[src/rtl/xxx_apb_timer_pkg.sv]
// Shared definitions for the APB timer.
// Holds the register byte offsets, the CTRL bit positions, the default ID
// value and the ctrl_t layout. The decoder and the top level both import it.
package xxx_pkg;

    localparam int          ADDR_W_DEF   = 12;
    localparam int          DATA_W       = 32;
    localparam logic [31:0] ID_VALUE_DEF = 32'h5858_0100;

    // Byte offsets. Only bits [4:2] select a register.
    localparam logic [4:0] CTRL_OFS   = 5'h00;
    localparam logic [4:0] LOAD_OFS   = 5'h04;
    localparam logic [4:0] COUNT_OFS  = 5'h08;
    localparam logic [4:0] STATUS_OFS = 5'h0C;
    localparam logic [4:0] ID_OFS     = 5'h10;

    localparam int CTRL_EN_BIT     = 0;
    localparam int CTRL_IRQ_EN_BIT = 1;
    localparam int CTRL_AR_BIT     = 2;
    localparam int STATUS_PEND_BIT = 0;

    // The member order puts en at bit 0, irq_en at bit 1 and auto_reload at bit 2.
    typedef struct packed {
        logic auto_reload;
        logic irq_en;
        logic en;
    } ctrl_t;

endpackage

[src/rtl/xxx_apb_timer_if.sv]
// APB3 bus bundle for the timer.
// The master modport drives psel, penable, pwrite, paddr and pwdata.
// The slave modport drives prdata, pready and pslverr.
interface xxx_apb_timer_if #(
    parameter int ADDR_W = xxx_pkg::ADDR_W_DEF,
    parameter int DATA_W = xxx_pkg::DATA_W
);
    logic              psel;
    logic              penable;
    logic              pwrite;
    logic [ADDR_W-1:0] paddr;
    logic [DATA_W-1:0] pwdata;
    logic [DATA_W-1:0] prdata;
    logic              pready;
    logic              pslverr;

    modport master (
        output psel, penable, pwrite, paddr, pwdata,
        input  prdata, pready, pslverr
    );

    modport slave (
        input  psel, penable, pwrite, paddr, pwdata,
        output prdata, pready, pslverr
    );
endinterface

[src/rtl/xxx_apb_timer_apb_if.sv]
// Purely combinational APB decode for the timer.
// Ports:
//   bus         : APB slave. This block drives prdata, pready and pslverr.
//   i_ctrl, i_load, i_count, i_pend : current register values for the read mux.
//   o_wr_ctrl, o_wr_load, o_wr_status : write strobes, one per writable register.
//     A strobe is high during an access phase that will commit on the next pclk edge.
module xxx_apb_if
    import xxx_pkg::*;
#(
    parameter int          ADDR_W   = ADDR_W_DEF,
    parameter logic [31:0] ID_VALUE = ID_VALUE_DEF
) (
    xxx_apb_timer_if.slave    bus,
    input  ctrl_t             i_ctrl,
    input  logic [DATA_W-1:0] i_load,
    input  logic [DATA_W-1:0] i_count,
    input  logic              i_pend,
    output logic              o_wr_ctrl,
    output logic              o_wr_load,
    output logic              o_wr_status
);
    logic              w_access;
    logic              w_hi_zero;
    logic              w_mapped;
    logic              w_wr;
    logic [2:0]        w_idx;
    logic [DATA_W-1:0] w_rdata;

    assign w_access  = bus.psel & bus.penable;
    assign w_hi_zero = (bus.paddr[ADDR_W-1:5] == '0);
    assign w_idx     = bus.paddr[4:2];

    // NOTE: every output of this always_comb is given a default first, so no path can leave a latch behind.
    always_comb begin
        w_rdata  = '0;
        w_mapped = w_hi_zero;
        case (w_idx)
            CTRL_OFS[4:2]:   w_rdata = {{(DATA_W-3){1'b0}}, i_ctrl};
            LOAD_OFS[4:2]:   w_rdata = i_load;
            COUNT_OFS[4:2]:  w_rdata = i_count;
            STATUS_OFS[4:2]: w_rdata = {{(DATA_W-1){1'b0}}, i_pend};
            ID_OFS[4:2]:     w_rdata = ID_VALUE;
            default:         w_mapped = 1'b0;
        endcase
    end

    // An unmapped access produces no strobe, so it cannot change any state.
    assign w_wr        = w_access & bus.pwrite & w_mapped;
    assign o_wr_ctrl   = w_wr & (w_idx == CTRL_OFS[4:2]);
    assign o_wr_load   = w_wr & (w_idx == LOAD_OFS[4:2]);
    assign o_wr_status = w_wr & (w_idx == STATUS_OFS[4:2]);

    assign bus.prdata  = (w_access && w_mapped) ? w_rdata : '0;
    assign bus.pslverr = w_access & ~w_mapped;
    assign bus.pready  = 1'b1;

endmodule

[src/rtl/xxx_apb_timer.sv]
// APB3 slave with a 32-bit down-counting timer, reload, interrupt and ID register.
// Ports:
//   pclk    : APB clock. This is the only clock.
//   presetn : synchronous active-low reset.
//   bus     : APB3 slave interface. The interface runs with zero wait states.
//   irq     : registered level interrupt equal to STATUS.pend & CTRL.irq_en.
module xxx_apb_timer
    import xxx_pkg::*;
#(
    parameter int          ADDR_W   = ADDR_W_DEF,
    parameter logic [31:0] ID_VALUE = ID_VALUE_DEF
) (
    input  logic           pclk,
    input  logic           presetn,
    xxx_apb_timer_if.slave bus,
    output logic           irq
);
    ctrl_t             r_ctrl;
    logic [DATA_W-1:0] r_load;
    logic [DATA_W-1:0] r_count;
    logic              r_pend;
    logic              r_irq;

    logic              w_wr_ctrl;
    logic              w_wr_load;
    logic              w_wr_status;
    logic              w_expire;
    logic              w_reload;
    logic              w_pend_clr;
    logic [DATA_W-1:0] w_count_nxt;

    xxx_apb_if #(
        .ADDR_W   (ADDR_W),
        .ID_VALUE (ID_VALUE)
    ) u_apb_if (
        .bus         (bus),
        .i_ctrl      (r_ctrl),
        .i_load      (r_load),
        .i_count     (r_count),
        .i_pend      (r_pend),
        .o_wr_ctrl   (w_wr_ctrl),
        .o_wr_load   (w_wr_load),
        .o_wr_status (w_wr_status)
    );

    // An expiry is the 1->0 step. A LOAD write on the same edge replaces that step, so it is not an expiry.
    assign w_expire   = r_ctrl.en && (r_count == 'd1) && !w_wr_load;
    // A reload happens on the edge after the counter reaches 0. With LOAD=0 the counter keeps reloading 0, and no expiry follows.
    assign w_reload   = r_ctrl.en && r_ctrl.auto_reload && (r_count == '0);
    assign w_pend_clr = w_wr_status && bus.pwdata[STATUS_PEND_BIT];

    always_comb begin
        w_count_nxt = r_count;
        if (w_wr_load) begin
            w_count_nxt = bus.pwdata;
        end else if (w_reload) begin
            w_count_nxt = r_load;
        end else if (r_ctrl.en && (r_count != '0)) begin
            w_count_nxt = r_count - 1'b1;
        end
    end

    // NOTE: state uses non-blocking assignments only, so every register samples pre-edge values; reset is tested inside the clocked block.
    always_ff @(posedge pclk) begin
        if (!presetn) begin
            r_ctrl  <= '0;
            r_load  <= '0;
            r_count <= '0;
            r_pend  <= 1'b0;
            r_irq   <= 1'b0;
        end else begin
            if (w_wr_ctrl) r_ctrl <= ctrl_t'(bus.pwdata[2:0]);
            if (w_wr_load) r_load <= bus.pwdata;
            r_count <= w_count_nxt;
            // If a hardware set and a software clear land on the same edge, the set wins.
            r_pend  <= w_expire | (r_pend & ~w_pend_clr);
            r_irq   <= r_pend & r_ctrl.irq_en;
        end
    end

    assign irq = r_irq;

endmodule

[src/flat_wrapper.sv]
// flat-port wrapper written by rule: the top's interface ports become plain ports
module xxx_apb_timer_flat import xxx_pkg::*;
#(
    parameter int          ADDR_W   = ADDR_W_DEF,
    parameter logic [31:0] ID_VALUE = ID_VALUE_DEF
)
  (pclk, presetn, irq, bus_psel, bus_penable, bus_pwrite, bus_paddr, bus_pwdata, bus_prdata, bus_pready, bus_pslverr);
  xxx_apb_timer_if #(.ADDR_W(ADDR_W), .DATA_W(32)) bus_i ();
  input  logic pclk;
  input  logic presetn;
  output logic irq;
  input wire logic [$bits(bus_i.psel)-1:0] bus_psel;
  input wire logic [$bits(bus_i.penable)-1:0] bus_penable;
  input wire logic [$bits(bus_i.pwrite)-1:0] bus_pwrite;
  input wire logic [$bits(bus_i.paddr)-1:0] bus_paddr;
  input wire logic [$bits(bus_i.pwdata)-1:0] bus_pwdata;
  output wire logic [$bits(bus_i.prdata)-1:0] bus_prdata;
  output wire logic [$bits(bus_i.pready)-1:0] bus_pready;
  output wire logic [$bits(bus_i.pslverr)-1:0] bus_pslverr;
  assign bus_i.psel = bus_psel;
  assign bus_i.penable = bus_penable;
  assign bus_i.pwrite = bus_pwrite;
  assign bus_i.paddr = bus_paddr;
  assign bus_i.pwdata = bus_pwdata;
  assign bus_prdata = bus_i.prdata;
  assign bus_pready = bus_i.pready;
  assign bus_pslverr = bus_i.pslverr;
  xxx_apb_timer #(.ADDR_W(ADDR_W), .ID_VALUE(ID_VALUE)) u_core (.pclk(pclk), .presetn(presetn), .bus(bus_i), .irq(irq));
endmodule
[config.mk]
export PLATFORM = sky130hd
export DESIGN_NAME = xxx_apb_timer_flat
export DESIGN_NICKNAME = d
export VERILOG_FILES = /design/src/rtl/xxx_apb_timer_pkg.sv /design/src/rtl/xxx_apb_timer_if.sv /design/src/rtl/xxx_apb_timer_apb_if.sv /design/src/rtl/xxx_apb_timer.sv /design/src/flat_wrapper.sv
export SDC_FILE = /design/constraint.sdc
export NUM_CORES = 1
export LEC_CHECK = 0
export CAP_MARGIN = 0
export CORE_ASPECT_RATIO = 2
export CORE_UTILIZATION = 32
export CTS_CLUSTER_SIZE = 16
export DETAILED_ROUTE_END_ITERATION = 10
export GPL_ROUTABILITY_DRIVEN = 0
export PLACE_DENSITY = 0.55
export SLEW_MARGIN = 20
export SYNTH_ARGS = -nofsm -noshare
export SYNTH_HDL_FRONTEND = slang
export SYNTH_SLANG_ARGS = --single-unit
export TNS_END_PERCENT = 10
[constraint.sdc]
create_clock -name pclk -period 5.21 [get_ports pclk]
set_input_delay 0.7815 -clock pclk [delete_from_list [all_inputs] [get_ports pclk]]
set_output_delay 0.7815 -clock pclk [all_outputs]
set_load 0.005 [all_outputs]
# --- Yosys cells after proc, flatten, opt, wreduce, memory -nomap -nowiden ---
# Index checks and enable logic that the tools add are counted.
totals:
  out_inout_bits: 35
  register_bits: 69
  inputBits: 49
  elab_cells: 45
op_classes:
  bitwise_logic: 12
  reduce_logical: 14
  eq_ne: 5
  addsub: 1
  n_mux: 6
ops:
  columns: ["operator", "count"]
  rows:
  - ["32-bit case mux with 5 select lines", 1]
  - ["32-bit two-way mux", 4]
  - ["32-bit by 1-bit == test with 1-bit output (second input constant)", 1]
  - ["32-bit zero test", 1]
  - ["32-bit nonzero test", 1]
  - ["32-bit by 1-bit subtractor with 32-bit output (second input constant)", 1]
  - ["1-bit bitwise AND", 9]
  - ["1-bit logical AND", 7]
  - ["7-bit zero test", 1]
  - ["3-bit by 2-bit == test with 1-bit output (second input constant)", 2]
  - ["5-bit OR reduction", 1]
  - ["3-bit by 1-bit == test with 1-bit output (second input constant)", 1]
  - ["3-bit == test (second input constant)", 1]
  - ["3-bit zero test", 1]
  - ["3-bit nonzero test", 1]
  - ["1-bit NOT", 2]
  - ["1-bit zero test", 1]
  - ["1-bit two-way mux", 1]
  - ["1-bit bitwise OR", 1]

# --- Longest topological paths before layout ---
# Gate-level depths: netlist (run 1).
depth:
  word_depth: 9
  mapped_depth: 10
  mapped_depth_nobuf: 8

# --- Modules after synthesis ---
# Synthesis (run 1) repeated with hierarchy kept, for this count alone.
unflattened:
  hier_cells: 554
  hier_area_um2: 4464.3
by_module_without_submodules:
  columns: ["mod", "cells_each", "area_per_inst_um2", "n_inst", "seq_area_each_um2"]
  rows:
  - ["xxx_apb_timer", 443, 3778.6, 1, 1381.3]
  - ["xxx_apb_if", 111, 685.7, 1, 0.0]

# --- Least setup slack after synthesis (run 1) ---
# OpenSTA, ideal clock, no wires.
synth_path:
  path_kind: "input to output"
  from: "input port bus_paddr[2]"
  to: "output port bus_prdata[25]"
  cell_stages: 7
  path_slack_ns: 2.347
  n_path_buf: 3
  arrival_time_ns: 2.081
  t_required_ns: 4.429
  path_cell_list: "buf_2 nor2b_1 nor2b_1 clkbuf_1 buf_1 a22oi_1 nor2_1"
synth_via:
  elab_chain_cells: 5
  elab_cells_between_ends: 10
  classes_between: "4 x eq/ne; 3 x mux; 3 x reduce/logical"
synth_lines:
  columns: ["item", "line", "rtl"]
  rows:
  - ["start, declared", "flat_wrapper.sv:15", "input wire logic [$bits(bus_i.paddr)-1:0] bus_paddr;"]
  - ["3-bit by 1-bit == test with 1-bit output (tied with other cells)", "xxx_apb_timer_apb_if.sv:37", "case (w_idx)"]
  - ["5-bit OR reduction (no line)", null, null]
  - ["1-bit two-way mux", "xxx_apb_timer_apb_if.sv:37", null]
  - ["1-bit logical AND", "xxx_apb_timer_apb_if.sv:53", "assign bus.prdata = (w_access && w_mapped) ? w_rdata : '0;"]
  - ["32-bit two-way mux *", "xxx_apb_timer_apb_if.sv:53", null]
  - ["end, declared", "flat_wrapper.sv:17", "output wire logic [$bits(bus_i.prdata)-1:0] bus_prdata;"]
# Every way passes the cells marked *; elsewhere a longest branch is shown, timed or not.

# --- Worst setup path after layout (run 1) ---
layout_path:
  from: "input port bus_paddr[7]"
  to: "output port bus_prdata[12]"
layout_via:
  elab_chain_cells: 4
layout_lines:
  columns: ["item", "line", "rtl"]
  rows:
  - ["7-bit zero test", "xxx_apb_timer_apb_if.sv:30", "assign w_hi_zero = (bus.paddr[ADDR_W-1:5] == '0);"]
  - ["1-bit two-way mux", "xxx_apb_timer_apb_if.sv:37", null]
  - ["1-bit logical AND", "xxx_apb_timer_apb_if.sv:53", null]
  - ["32-bit two-way mux", "xxx_apb_timer_apb_if.sv:53", null]
# No other way between the ends.

==> impl_metrics.yaml, run 1 <==
clocking:
  htree_levels: 3
  clockBufferDepth: 2
  hold_buffers: 0
  ctsResizeCount: 0
  cts_tree: "yes"
  cts_setup_buffers: 0
  cts-root-buf: "clkbuf_16"
  clock_latency_ps: 340
  clkTransAtPathRegs_ps: 60
  cts_num_sinks: 69
  numCtsBuffers: 9
routing:
  routedWlPerCell_microns: 19.4
  vias: 5047
  vias_per_cell: 5.88
  dr.pass1.iters: 6
  drtIter0Drc: 361
  wirelength_mm: 16.7
  ant_nets: 0
  drc_errors: 0
global_routing:
  grt_max_degree: 61
  grt_pass1_wl_mm: 25.9
  grt_util_all_layers: 0.229
  grt_pass1_vias: 4924
  grt.overflow.total: 0
  antenna_found_initial: 0
timing:
  fmax_ghz: 0.237
  hold_viol: 0
  fin_crit_ps: 4220
  worst_pin_slew_ps: 1060
  rsz0062_at_grt: "no"
  maxSlewViolCount: 0
  fin_setup_tns_ps: 0
  relSlewSlack: 0.290
  setup_ws_ps: 991
  fin_crit_sh: 0.810
  skew_ps: 10.5
  setup_viol: 0
critical_path:
  required_ps: 4430
  r2r_start: "u_core.r_count[20]$_SDFFE_PN0P_"
  critPathMostFrequentCell: "clkdlybuf4s50_1"
  cp_max_fo: 23
  crit_arrival_ps: 3440
  r2r_end: "u_core.r_count[14]$_SDFFE_PN0P_"
  r2r_slack_ps: 2040
  r2r_cells: 6
  critical_path.cell_chain: "clkdlybuf4s50_1, nor4_1, nand4b_1, buf_4, nor2_1, clkdlybuf4s50_1"
  slowest_stage: "nand4b_1"
  crit_type: "input pin to output pin"
  cp-start-kind: "input pin"
  end_kind: "output pin"
  slowest_delay_ps: 610
power_and_ir_drop:
  power.density_nw_per_um2: 214
  p_clk_frac: 0.497
  intPower_uw: 934
  ir_worst_vdd_mv: 0.146
  p_sw_uw: 278
  p_comb_frac: 0.068
  p_sw_frac: 0.229
  seq_power_share: 0.436
  p_leak_nw: 1.94
yosys:
  avgSynthCellArea_sq_um: 7.39
  synthArstFlopShare: 0
  syn_inst: 617
  yosys_warnings: 0
  synth_edf_count: 0
  netlist_area_sq_um: 4560
  synthFlopType: "dfxtp_1"
  ys_seq_elements: 69
  synth.distinct_cells: 84
  syn_nets: 668
  seq_area_frac_synth: 0.303
place:
  place_ws_ps: 948
  place_hpwl_mm: 11.2
  port_buffers: 80
cells_and_area:
  drive_above_1_share: 0.0776
  fillerInstances: 1515
  syn_to_final_growth_pct: 24.1
  seq_area_sq_um: 1380
  layout.nets: 717
  multiInputGateArea_sq_um: 2820
  n_antenna_cell: 0
outcome:
  status: "complete, no violations"
job:
  cap_violations: 0
worst_hold_path:
  hold_end: "u_core.r_load[9]$_SDFFE_PN0P_"
  worstHoldPathType: "flip-flop to flip-flop"
  hold_depth: 2
  min_from: "u_core.r_load[9]$_SDFFE_PN0P_"
floorplanning:
  die_x_microns: 86.4
  fp.dieH_microns: 171
  core_region_area_sq_um: 13900
  core.rowCount: 61
  initial_core_util: 0.328
  pin_count: 84
  dieArea_sq_um: 14800
-- flip-flops by register name, summed over array words and instances, names as in the netlist --
signal and flops:
u_core.irq 1, u_core.r_ctrl 3, u_core.r_load 32, u_core.r_count 32, u_core.r_pend 1
-- power by group through the flow --
stage | Combinational [mW] | Sequential [mW] | Clock (mW)
4_1_cts | 0.0818 | 0.528 | 0.607
5_1_grt | 0.0864 | 0.528 | 0.630
3_5_place_dp | 0.0812 | 0.539 | 0
3_3_place_gp | 0.0808 | 0.539 | 0
2_1_floorplan | 0.0273 | 0.539 | 0
6_report | 0.0819 | 0.528 | 0.602
-- routing by layer --
metal  track usage  wire length [microns]  vias to the layer above
met2         0.419                   8610                      211
met1         0.247                   6460                     2435
met3        0.0352                    824                       50
met5             0                      0                        -
met4         0.122                    758                        0
li1              -                      -                     2351
-- how the worst max path moves through the flow --
stage	slack [ps]	cells past startpoint	start	to
3_5_place_dp	950	6	bus_paddr[7]	bus_prdata[19]
6_report	990	6	bus_paddr[7]	bus_prdata[12]
3_3_place_gp	1040	7	bus_paddr[3]	bus_prdata[31]
4_1_cts	950	6	bus_paddr[7]	bus_prdata[19]
2_1_floorplan	2350	7	bus_paddr[2]	bus_prdata[25]
5_1_grt	770	6	bus_paddr[7]	bus_prdata[23]
-- cells by family after synthesis --
kind of cell	Yosys count	share of synthesized area
compound gates	207	0.291
xor+xnor	1	0.00192
fa+ha+maj	2	0.00549
buf+inv	62	0.0791
flops	69	0.303
mux	10	0.0253
other cells	1	0.000823
simple gates	265	0.294
-- synth_stat cells, drive strengths merged, types with 9 or more instances --
master  number  area share
a21oi       77       0.085
a22oi       24       0.040
and3         9       0.013
buf         21       0.036
clkbuf      32       0.035
dfxtp       69        0.30
nand2      100       0.083
nand3       16       0.018
nor2        62       0.052
nor3        26       0.030
nor4        10       0.022
o21ai       39       0.043
-- metrics by stage --
stage          hold WS [ps]  instances  cell area, sq um  total power [mW]   util
6_report                473        859              5650              1.21  0.407
5_1_grt                 489        859              5650              1.24  0.407
4_1_cts                 471        859              5650              1.22  0.407
3_5_place_dp            462        844              5370             0.621  0.387
3_3_place_gp            455        844              5370             0.620  0.387
2_1_floorplan           444        617              4560             0.567      -
-- worst max-delay path: cells and delay by family --
family                 cells  cell delay, ps
buffers and inverters      3            1360
and+or+nand+nor            3            1290
-- layout by cell type (no fill, tap or decap), drive strengths merged, types with 4 or more instances in the layout --
| master | instances |
|---|---|
| a211oi | 4 |
| a21o | 5 |
| a21oi | 77 |
| a22oi | 24 |
| a31oi | 7 |
| and2 | 5 |
| and3 | 9 |
| buf | 11 |
| clkbuf | 10 |
| clkdlybuf4s50 | 80 |
| clkinv | 4 |
| dfxtp | 69 |
| inv | 8 |
| mux2i | 7 |
| nand2 | 100 |
| nand2b | 4 |
| nand3 | 16 |
| nand4 | 8 |
| nor2 | 62 |
| nor2b | 4 |
| nor3 | 26 |
| nor4 | 10 |
| o211ai | 4 |
| o21ai | 39 |
| o22ai | 5 |
| or4 | 5 |
-- area by class of cell --
| class | instances | area share |
|---|---|---|
| clock inverter | 5 | 0.00930 |
| multi-input combinational | 486 | 0.500 |
| timing repair buffer | 91 | 0.158 |
| sequential | 69 | 0.244 |
| clock buffer | 10 | 0.0405 |
| tap | 189 | 0.0418 |
| inverter | 9 | 0.00598 |
Note: power is estimated with default switching activity, not from simulation.
==> run 2, diff against run 1 <==
==> constraint.sdc (replaced) <==
create_clock -name pclk -period 4 [get_ports pclk]
set_input_delay 0.6 -clock pclk [delete_from_list [all_inputs] [get_ports pclk]]
set_output_delay 0.6 -clock pclk [all_outputs]
set_load 0.005 [all_outputs]
==> impl_metrics.yaml, run 2 (same netlist as run 1, synthesis figures left out) <==
routing:
  drtIter0Drc: 367
  routedWlPerCell_microns: 18.9
  dr.pass1.iters: 5
  wirelength_mm: 16.4
  ant_nets: 0
  vias_per_cell: 5.76
  vias: 5002
  drc_errors: 0
floorplanning:
  fp.dieH_microns: 171
  initial_core_util: 0.328
  pin_count: 84
  dieArea_sq_um: 14800
  die_x_microns: 86.4
  core.rowCount: 61
  core_region_area_sq_um: 13900
place:
  place_hpwl_mm: 11.4
  place_ws_ps: 568
  port_buffers: 80
timing:
  setup_ws_ps: 597
  hold_viol: 0
  fin_crit_ps: 3400
  skew_ps: 7.38
  fin_crit_sh: 0.851
  fin_setup_tns_ps: 0
  rsz0062_at_grt: "no"
  fmax_ghz: 0.294
  maxSlewViolCount: 0
  relSlewSlack: 0.460
  setup_viol: 0
  worst_pin_slew_ps: 806
critical_path:
  crit_type: "input pin to output pin"
  cp_max_fo: 17
  r2r_slack_ps: 1150
  required_ps: 3400
  crit_arrival_ps: 2800
  cp-start-kind: "input pin"
  end_kind: "output pin"
cells_and_area:
  drive_above_1_share: 0.0869
  syn_to_final_growth_pct: 26.6
  n_antenna_cell: 0
  final_common_cell: "nand2_1"
  layout.nets: 725
  mostFrequentLayoutCells: "99 x nand2_1, 80 x clkdlybuf4s50_1, 77 x a21oi_1, 69 x dfxtp_1, 61 x nor2_1"
  top_regs: "u_core.r_count: 32 flops, u_core.r_load: 32 flops, u_core.r_ctrl: 3 flops"
  fillerInstances: 1489
global_routing:
  grt_max_degree: 61
  grt_pass1_vias: 5037
  antenna_found_initial: 0
  grt_pass1_wl_mm: 26.0
  grt_util_all_layers: 0.228
  grt.overflow.total: 0
clocking:
  clockBufferDepth: 2
  ctsResizeCount: 0
  cts_setup_buffers: 0
  htree_levels: 3
  numCtsBuffers: 9
  hold_buffers: 0
  cts_num_sinks: 69
  clkTransAtPathRegs_ps: 60
  cts_tree: "yes"
  clock_latency_ps: 340
  cts-root-buf: "clkbuf_16"
outcome:
  status: "complete, no violations"
power_and_ir_drop:
  power.density_nw_per_um2: 300
  ir_worst_vdd_mv: 0.185
  p_leak_nw: 2.01
worst_hold_path:
  worstHoldPathType: "flip-flop to flip-flop"
job:
  cap_violations: 0
## run 2: changes by cell type in the layout (fill, tap and decap cells not counted)
cell	before	now
clkinv_2	3	1
clkbuf_1	1	2
a31oi_2	1	0
a31oi_1	6	7
bufinv_16	1	3
buf_4	10	18
clkinvlp_4	1	0
clkbuf_8	0	1
## run 2: cell type report
type | count | area [sq um] | area share
clock inverters | 4 | 95.1 | 0.0165
flip-flops and latches | 69 | 1380 | 0.240
repair buffers | 99 | 956 | 0.166
clock buffers | 12 | 246 | 0.0427
multi-input cells | 486 | 2820 | 0.489
inverters | 9 | 33.8 | 0.00586
well taps | 189 | 236 | 0.0410
## run 2: worst max-delay path: stages
cell and delay (ps):
clkdlybuf4s50_1 590, nor2b_1 310, nor2b_2 220, buf_4 260
a22oi_1 170, nor2_1 140, clkdlybuf4s50_1 510
## run 2: final timing paths
path / startpoint / endpoint / cells after the start
hold / removal: u_core.r_load[9]$_SDFFE_PN0P_ / u_core.r_load[9]$_SDFFE_PN0P_ / 2
setup reg to reg: u_core.r_count[21]$_SDFFE_PN0P_ / u_core.r_count[27]$_SDFFE_PN0P_ / 7
setup / recovery: bus_paddr[2] / bus_prdata[24] / 7
hold reg to reg: u_core.r_load[9]$_SDFFE_PN0P_ / u_core.r_load[9]$_SDFFE_PN0P_ / 2
## run 2: power breakdown
part | switching (mW) | internal, mW
logic | 0.0522 | 0.0532
clock network | 0.310 | 0.626
registers | 0.000132 | 0.687
## run 2: stage by stage
step                hold slack (ps)  power (mW)  instance area, sq um  cells  utilization
floorplan                       444       0.738                  4560    617            -
finish                          473        1.73                  5770    868        0.415
global placement                455       0.808                  5430    852        0.391
CTS                             474        1.73                  5770    868        0.415
global route                    495        1.77                  5770    868        0.415
detailed placement              466       0.808                  5430    852        0.391
## run 2: per-layer routing
metal  up-vias  wire length, microns  share of wire  track usage
met5         -                     0              0            0
met4         0                   662          0.040        0.130
met3        37                   875          0.053       0.0357
met2       198                  8580           0.52        0.410
met1      2395                  6270           0.38        0.249
li1       2372                     -              -            -
